<file path="src/rtl/decode_unit.sv">
// rtl/decode_unit.sv - fetch-facing decode stage with one-slot output register; optional macro DECODE_PERF_EN adds perf counters
module decode_unit #(
    parameter int         PC_W    = 12,
    parameter int         INSTR_W = 16,
    parameter logic [3:0] OP_LDI  = 4'h1,
    parameter logic [3:0] OP_HALT = 4'hE,
    parameter logic [3:0] OP_JMP  = 4'hF
) (
    input  logic               clk,
    input  logic               reset_n,
    input  logic [INSTR_W-1:0] instruction,
    output logic               en_pc,
    output logic               en_new_pc,
    output logic [PC_W-1:0]    new_pc,
    output logic               out_valid,
    input  logic               out_ready,
    output logic [3:0]         out_opcode,
    output logic [3:0]         out_rd,
    output logic [3:0]         out_rs1,
    output logic [3:0]         out_rs2,
    output logic [11:0]        out_imm,
    output logic [PC_W-1:0]    out_pc,
    output logic               halted
`ifdef DECODE_PERF_EN
    ,
    output logic [15:0]        perf_issued,
    output logic [15:0]        perf_stall
`endif
);

    typedef enum logic {
        ST_RUN    = 1'b0,
        ST_HALTED = 1'b1
    } state_t;

    state_t          state_q;
    state_t          state_d;
    logic            live_q;       // low only in the first cycle after reset so every output starts at 0
    logic [PC_W-1:0] fpc_q;        // mirror of the fetch unit's pc
    logic [PC_W-1:0] ipc_q;        // address of the word currently on instruction
    logic            inst_valid_q;

    logic            consume;
    logic            jump;
    logic            fwd;
    logic            stall;
    logic [11:0]     imm_d;
    logic [3:0]      opc;

    assign opc    = instruction[15:12];
    assign halted = (state_q == ST_HALTED);

    // Next state, fetch controls and decoded immediate
    always_comb begin
        state_d   = state_q;
        consume   = live_q & inst_valid_q & (~out_valid | out_ready) & (state_q == ST_RUN);
        jump      = consume & (opc == OP_JMP);
        fwd       = consume & ~jump;
        stall     = inst_valid_q & ~consume & (state_q == ST_RUN);
        en_new_pc = jump;
        new_pc    = jump ? instruction[PC_W-1:0] : '0;
        en_pc     = live_q & (state_q == ST_RUN) & (~inst_valid_q | consume) & ~jump;
        if (fwd && (opc == OP_HALT)) begin
            state_d = ST_HALTED;
        end
        case (opc)
            OP_LDI:  imm_d = {4'h0, instruction[7:0]};
            OP_JMP:  imm_d = instruction[11:0];
            default: imm_d = 12'h000;
        endcase
    end

    // State register, fetch pc mirror and instruction-valid tracking
    always_ff @(posedge clk or negedge reset_n) begin
        if (!reset_n) begin
            state_q      <= ST_RUN;
            live_q       <= 1'b0;
            fpc_q        <= '0;
            ipc_q        <= '0;
            inst_valid_q <= 1'b0;
        end else begin
            state_q <= state_d;
            live_q  <= 1'b1;
            if (en_pc) begin
                fpc_q <= fpc_q + PC_W'(1);
                ipc_q <= fpc_q;
            end else if (en_new_pc) begin
                fpc_q <= new_pc;
            end
            // The word latched on a redirect cycle is stale, so it never becomes valid
            if (en_pc) begin
                inst_valid_q <= 1'b1;
            end else if (consume) begin
                inst_valid_q <= 1'b0;
            end
        end
    end

    // Single registered output slot; fields hold while execute back-pressures
    always_ff @(posedge clk or negedge reset_n) begin
        if (!reset_n) begin
            out_valid  <= 1'b0;
            out_opcode <= 4'h0;
            out_rd     <= 4'h0;
            out_rs1    <= 4'h0;
            out_rs2    <= 4'h0;
            out_imm    <= 12'h000;
            out_pc     <= '0;
        end else if (fwd) begin
            out_valid  <= 1'b1;
            out_opcode <= opc;
            out_rd     <= instruction[11:8];
            out_rs1    <= instruction[7:4];
            out_rs2    <= instruction[3:0];
            out_imm    <= imm_d;
            out_pc     <= ipc_q;
        end else if (out_valid && out_ready) begin
            out_valid <= 1'b0;
        end
    end

`ifdef DECODE_PERF_EN
    // Saturating issue and stall counters
    always_ff @(posedge clk or negedge reset_n) begin
        if (!reset_n) begin
            perf_issued <= 16'h0000;
            perf_stall  <= 16'h0000;
        end else begin
            if (fwd && (perf_issued != 16'hFFFF)) begin
                perf_issued <= perf_issued + 16'h0001;
            end
            if (stall && (perf_stall != 16'hFFFF)) begin
                perf_stall <= perf_stall + 16'h0001;
            end
        end
    end
`endif

endmodule

</file>
<file path="config.mk">
export PLATFORM = sky130hd
export DESIGN_NAME = decode_unit
export DESIGN_NICKNAME = d
export VERILOG_FILES = /design/src/rtl/decode_unit.sv
export SDC_FILE = /design/constraint.sdc
export NUM_CORES = 1
export LEC_CHECK = 0
export CORE_MARGIN = 2
export CORE_UTILIZATION = 46
export CTS_BUF_LIST = sky130_fd_sc_hd__clkbuf_4 sky130_fd_sc_hd__clkbuf_8
export DETAILED_ROUTE_END_ITERATION = 12
export PLACE_DENSITY = 0.82
export SETUP_SLACK_MARGIN = 0.05
export SYNTH_ARGS = -nofsm -noshare
export SYNTH_HDL_FRONTEND = slang
export SYNTH_SLANG_ARGS = --single-unit
</file>
<file path="constraint.sdc">
create_clock -name clk -period 1.6 [get_ports clk]
set_clock_uncertainty 0.05 [all_clocks]
set_input_delay 0.32 -clock clk [delete_from_list [all_inputs] [get_ports clk]]
set_output_delay 0.32 -clock clk [all_outputs]
set_load 0.05 [all_outputs]
</file>
== After elaboration in Yosys (flattened, before gate mapping) ==
Index checks and enable logic that the tools add are counted.
Word-level totals
  flip-flop bits (word level): 68
  bits of input ports: 19
  output and inout port bits: 56
  word-level logic and storage cells: 43
Operators by class
  $add $sub $neg: 1
  equality and inequality tests: 3
  muxes and demuxes: 8
  bitwise operators: 14
  reduce and logical (&&, ||, !) cells: 5
Operators by type and width (count)
  $mux 12: 3
  $pmux 12 s2: 1
  $add 12x1->12 const B: 1
  $and 1x1->1: 8
  $eq 4x4->1 const B: 2
  $reduce_bool 2->1: 3
  $eq 4x1->1 const B: 1
  $mux 1: 4
  $not 1->1: 4
  $logic_and 1x1->1: 2
  $or 1x1->1: 2

== Logic depth before layout (Yosys ltp) ==
  depth in word-level cells: 8
  mapped depth: 5
  depth with buffers taken out: 5

== Worst setup path after synthesis ==
No wires, ideal clock.
  path type: register to output
  from: register state_q (netlist: halted)
  to: output port new_pc[8]
  arrival: 2.642 ns
  data required time: 1.230 ns
  slack: -1.412 ns
  stages on the path, launching flop included: 3
  path buffers: 0
  cells stage by stage: dfrtp_1 nand3b_2 nor4b_1
On the way
  longest elaborated chain between the ends: 4
Ends and longest elaborated chain
  start: declaration: line 36  | state_t state_q;
  start signal: assignment: line 82  | state_q <= state_d;
  $not 1->1: line 56  | consume = live_q & inst_valid_q & (~out_valid | out_ready) & (state_q == ST_RUN);
  $and 1x1->1: line 56
  $and 1x1->1: line 57  | jump = consume & (opc == OP_JMP);
  $mux 12: line 61  | new_pc = jump ? instruction[PC_W-1:0] : '0;
  end: declaration: line 14  | output logic [PC_W-1:0] new_pc,
Every way passes these cells.

== Worst setup path after layout ==
  from: register out_valid
  to: output port new_pc[5]
On the way
  longest elaborated chain between the ends: 6
Ends and longest elaborated chain
  start: declaration: line 15  | output logic out_valid,
  start signal: assignment: line 102  | out_valid <= 1'b0;
  start signal: assignment: line 110  | out_valid <= 1'b1;
  start signal: assignment: line 118  | out_valid <= 1'b0;
  $not 1->1: line 56
  $or 1x1->1: line 56
  $and 1x1->1 (2 in a row): line 56
  $and 1x1->1: line 57
  $mux 12: line 61
Every way passes these cells.

==> impl_metrics.tcl <==
set metrics [dict create \
    rsz0062_at_grt "yes" \
    synth_cell_types 40 \
    startpoint_type "register" \
    track_usage 0.337 \
    synthTopCellsByArea "dfrtp_1 (56%), mux2_4 (13%), mux2_2 (3.7%)" \
    drt-wirelength-per-cell_um 30.0 \
    fin_ws_ns -0.608 \
    postSynth.asyncResetShare 1.00 \
    swShare 0.416 \
    hold_depth 2 \
    port_buffers 74 \
    hold_path_end "out_opcode[2]" \
    synth-edff-count 0 \
    final_nets 404 \
    p_int_mw 6.52 \
    seqCellArea_mm2 0.00171 \
    start_util 0.475 \
    final.setup.tns_ns -24.37 \
    cts_buffer_depth 2 \
    end_kind "primary output" \
    status "finished, violations left" \
    finalWeightedCongestion 0.866 \
    placed_area_mm2 0.00482 \
    die_h_um 85.0 \
    syn_area_per_cell_um2 13.6 \
    ys_seq_area_frac 0.564 \
    slew_viol_final 0 \
    die_w_um 85.0 \
    combPwrFrac 0.566 \
    wirelength_um 13900 \
    r2r_slack_ns -0.47 \
    vias 3009 \
    num_antenna_cells 0 \
    pwr_density_cell_mw_per_mm2 1980 \
    antenna_found_initial 0 \
    use_met3 0.115 \
    r2r_cells 9 \
    grt_max_degree 26 \
    multi_input_area_mm2 0.00148 \
    grt_pass1_vias 3053 \
    layout_min_cycle_time_ns 2.21 \
    fin_hold_ws_ns 0.213 \
    hpwl_um 6130 \
    max_clock_freq_mhz 453 \
    power.share.clock 0.141 \
    clock-sinks 68 \
    grt_util_met2 0.548 \
    postLayoutCellArea_mm2 0.00565 \
    clock_latency_ns 0.37 \
    coreArea_mm2 0.00635 \
    drc 0 \
    path_class "register to primary output" \
    grt_first_pass_wirelength_um 18000 \
    synth_top_area_share 0.564 \
    r2r_end "fpc_q[2]" \
    syn_inst 222 \
    grt.met1_usage 0.379 \
    dr.pass1.iters 8 \
    dieArea_mm2 0.00722 \
    worstMarginPinSlew_ns 0.580 \
    switchingPower_mw 4.65 \
    failed_checks "setup timing" \
    cp_max_fo 8 \
    ant_nets 0 \
    peakVddDrop_uv 1790 \
    numCtsBuffers 9 \
    finalHoldViolations 0 \
    cp.required_ns 1.23 \
    vias_per_cell 6.47 \
    synth_area_mm2 0.00302 \
    slew_headroom 0.613 \
    drive_gt1_frac 0.637 \
    dr.first_iter.drc_count 388 \
    gr-total-overflow 0 \
    layout_common_cells "dfrtp_1 (64), buf_12 (62), buf_4 (51)" \
    hold_class "primary input to register" \
    p_leak_nw 2.71 \
    num_rows 29 \
    finalSetupViolCount 81 \
    fin_crit_sh 1.38 \
    p_seq_frac 0.293 \
    yosys_warnings 0 \
    root_buffer "clkbuf_8" \
    ys_ff_latch 68 \
    synth_flop_cell "dfrtp_1" \
    h-tree-depth 3 \
    yosysTopAreaCell "dfrtp_1" \
    syn2layout_area_growth_pct 87.1 \
    r2r_start "out_valid" \
    path_clk_slew_ns 0.08 \
    tritoncts "built" \
    top_usage_layer "met2" \
    nFillCells 197 \
    drv_cap 0 \
    syn_nets 242 \
    pin_count 75 \
    hp-start "instruction[14]" \
    arrival_ns 1.84 \
    layout_commonest_cell "dfrtp_1" \
]
==> worst max path at each step <==
stage                          startpoint       endpoint  slack, ns
after global placement    instruction[14]      out_pc[7]      -0.59
after global routing            out_valid      new_pc[5]      -0.63
after floorplan                 out_valid  out_opcode[1]      -0.21
after detailed placement  instruction[15]     out_rs2[1]      -0.67
after CTS                       out_valid      new_pc[9]      -0.46
final                           out_valid      new_pc[5]      -0.61
==> repair_timing <==
action	4_1_cts	5_1_grt
hold buffers	1	0
buffers inserted	18	23
setup endpoints to repair	80	82
cloned	1	1
endpoints found under the hold margin	18	0
resized for setup	55	49
pin swaps	13	16
==> worst max-delay path, stage by stage (launching register included) <==
cell     delay, ns
dfrtp_2       0.44
nor2b_4       0.15
buf_6         0.13
nor3_4        0.23
buf_6         0.19
and2_4        0.19
buf_12        0.14
==> area by class of cell <==
type                            instances  share of cell area
Clock buffer                           14              0.0319
Clock inverter                          1             0.00532
Inverter                                6             0.00487
Multi-Input combinational cell        139               0.262
Sequential cell                        68               0.302
Tap cell                               77              0.0171
Timing Repair Buffer                  160               0.377
==> registers in the layout, indices dropped and copies added (netlist names) <==
| register | count |
|---|---|
| out_rs2 | 4 |
| out_valid | 1 |
| live_q | 1 |
| out_pc | 12 |
| ipc_q | 12 |
| out_imm | 12 |
| out_opcode | 4 |
| halted | 1 |
| out_rs1 | 4 |
| inst_valid_q | 1 |
| out_rd | 4 |
| fpc_q | 12 |
==> synthesized netlist by cell type (5+ instances only) <==
| library cell | number |
|---|---|
| mux2_4 | 26 |
| inv_1 | 5 |
| nand2_1 | 6 |
| a22o_1 | 8 |
| a211o_1 | 7 |
| and2_1 | 15 |
| mux2_2 | 10 |
| nor4b_1 | 5 |
| nor3_1 | 6 |
| dfrtp_1 | 68 |
| o21ai_0 | 14 |
==> metrics by stage <==
stage / setup slack (ns) / cells / utilization / power (mW)
floorplan: -0.213 / 222 / - / 5.67
global placement: -0.595 / 413 / 0.760 / 8.08
detailed placement: -0.671 / 413 / 0.760 / 8.29
CTS: -0.458 / 448 / 0.840 / 10.2
global route: -0.633 / 465 / 0.889 / 11.4
finish: -0.608 / 465 / 0.889 / 11.2
==> cell families after synthesis <==
family,Yosys count,share of synthesized area
adders and majority gates,1,0.00415
AOI/OAI and AO/OA,44,0.107
buffers and inverters,15,0.0386
and+or+nand+nor,57,0.119
DFF,68,0.564
other,1,0.00124
muxes,36,0.167
==> power groups by stage <==
stage / Clock [mW] / Sequential [mW] / Combinational [mW]
6_report: 1.58 / 3.27 / 6.32
5_1_grt: 1.64 / 3.29 / 6.44
4_1_cts: 1.51 / 3.09 / 5.63
3_5_place_dp: 0 / 3.10 / 5.19
3_3_place_gp: 0 / 3.06 / 5.03
2_1_floorplan: 0 / 4.14 / 1.53
==> per-layer routing <==
metal,routed length (um),vias to the layer above,share of wire
met5,0,-,0
met1,4810,1476,0.34
li1,-,1136,-
met2,6640,293,0.48
met3,1420,104,0.10
met4,1080,0,0.077
(Power assumes the default switching activity.)
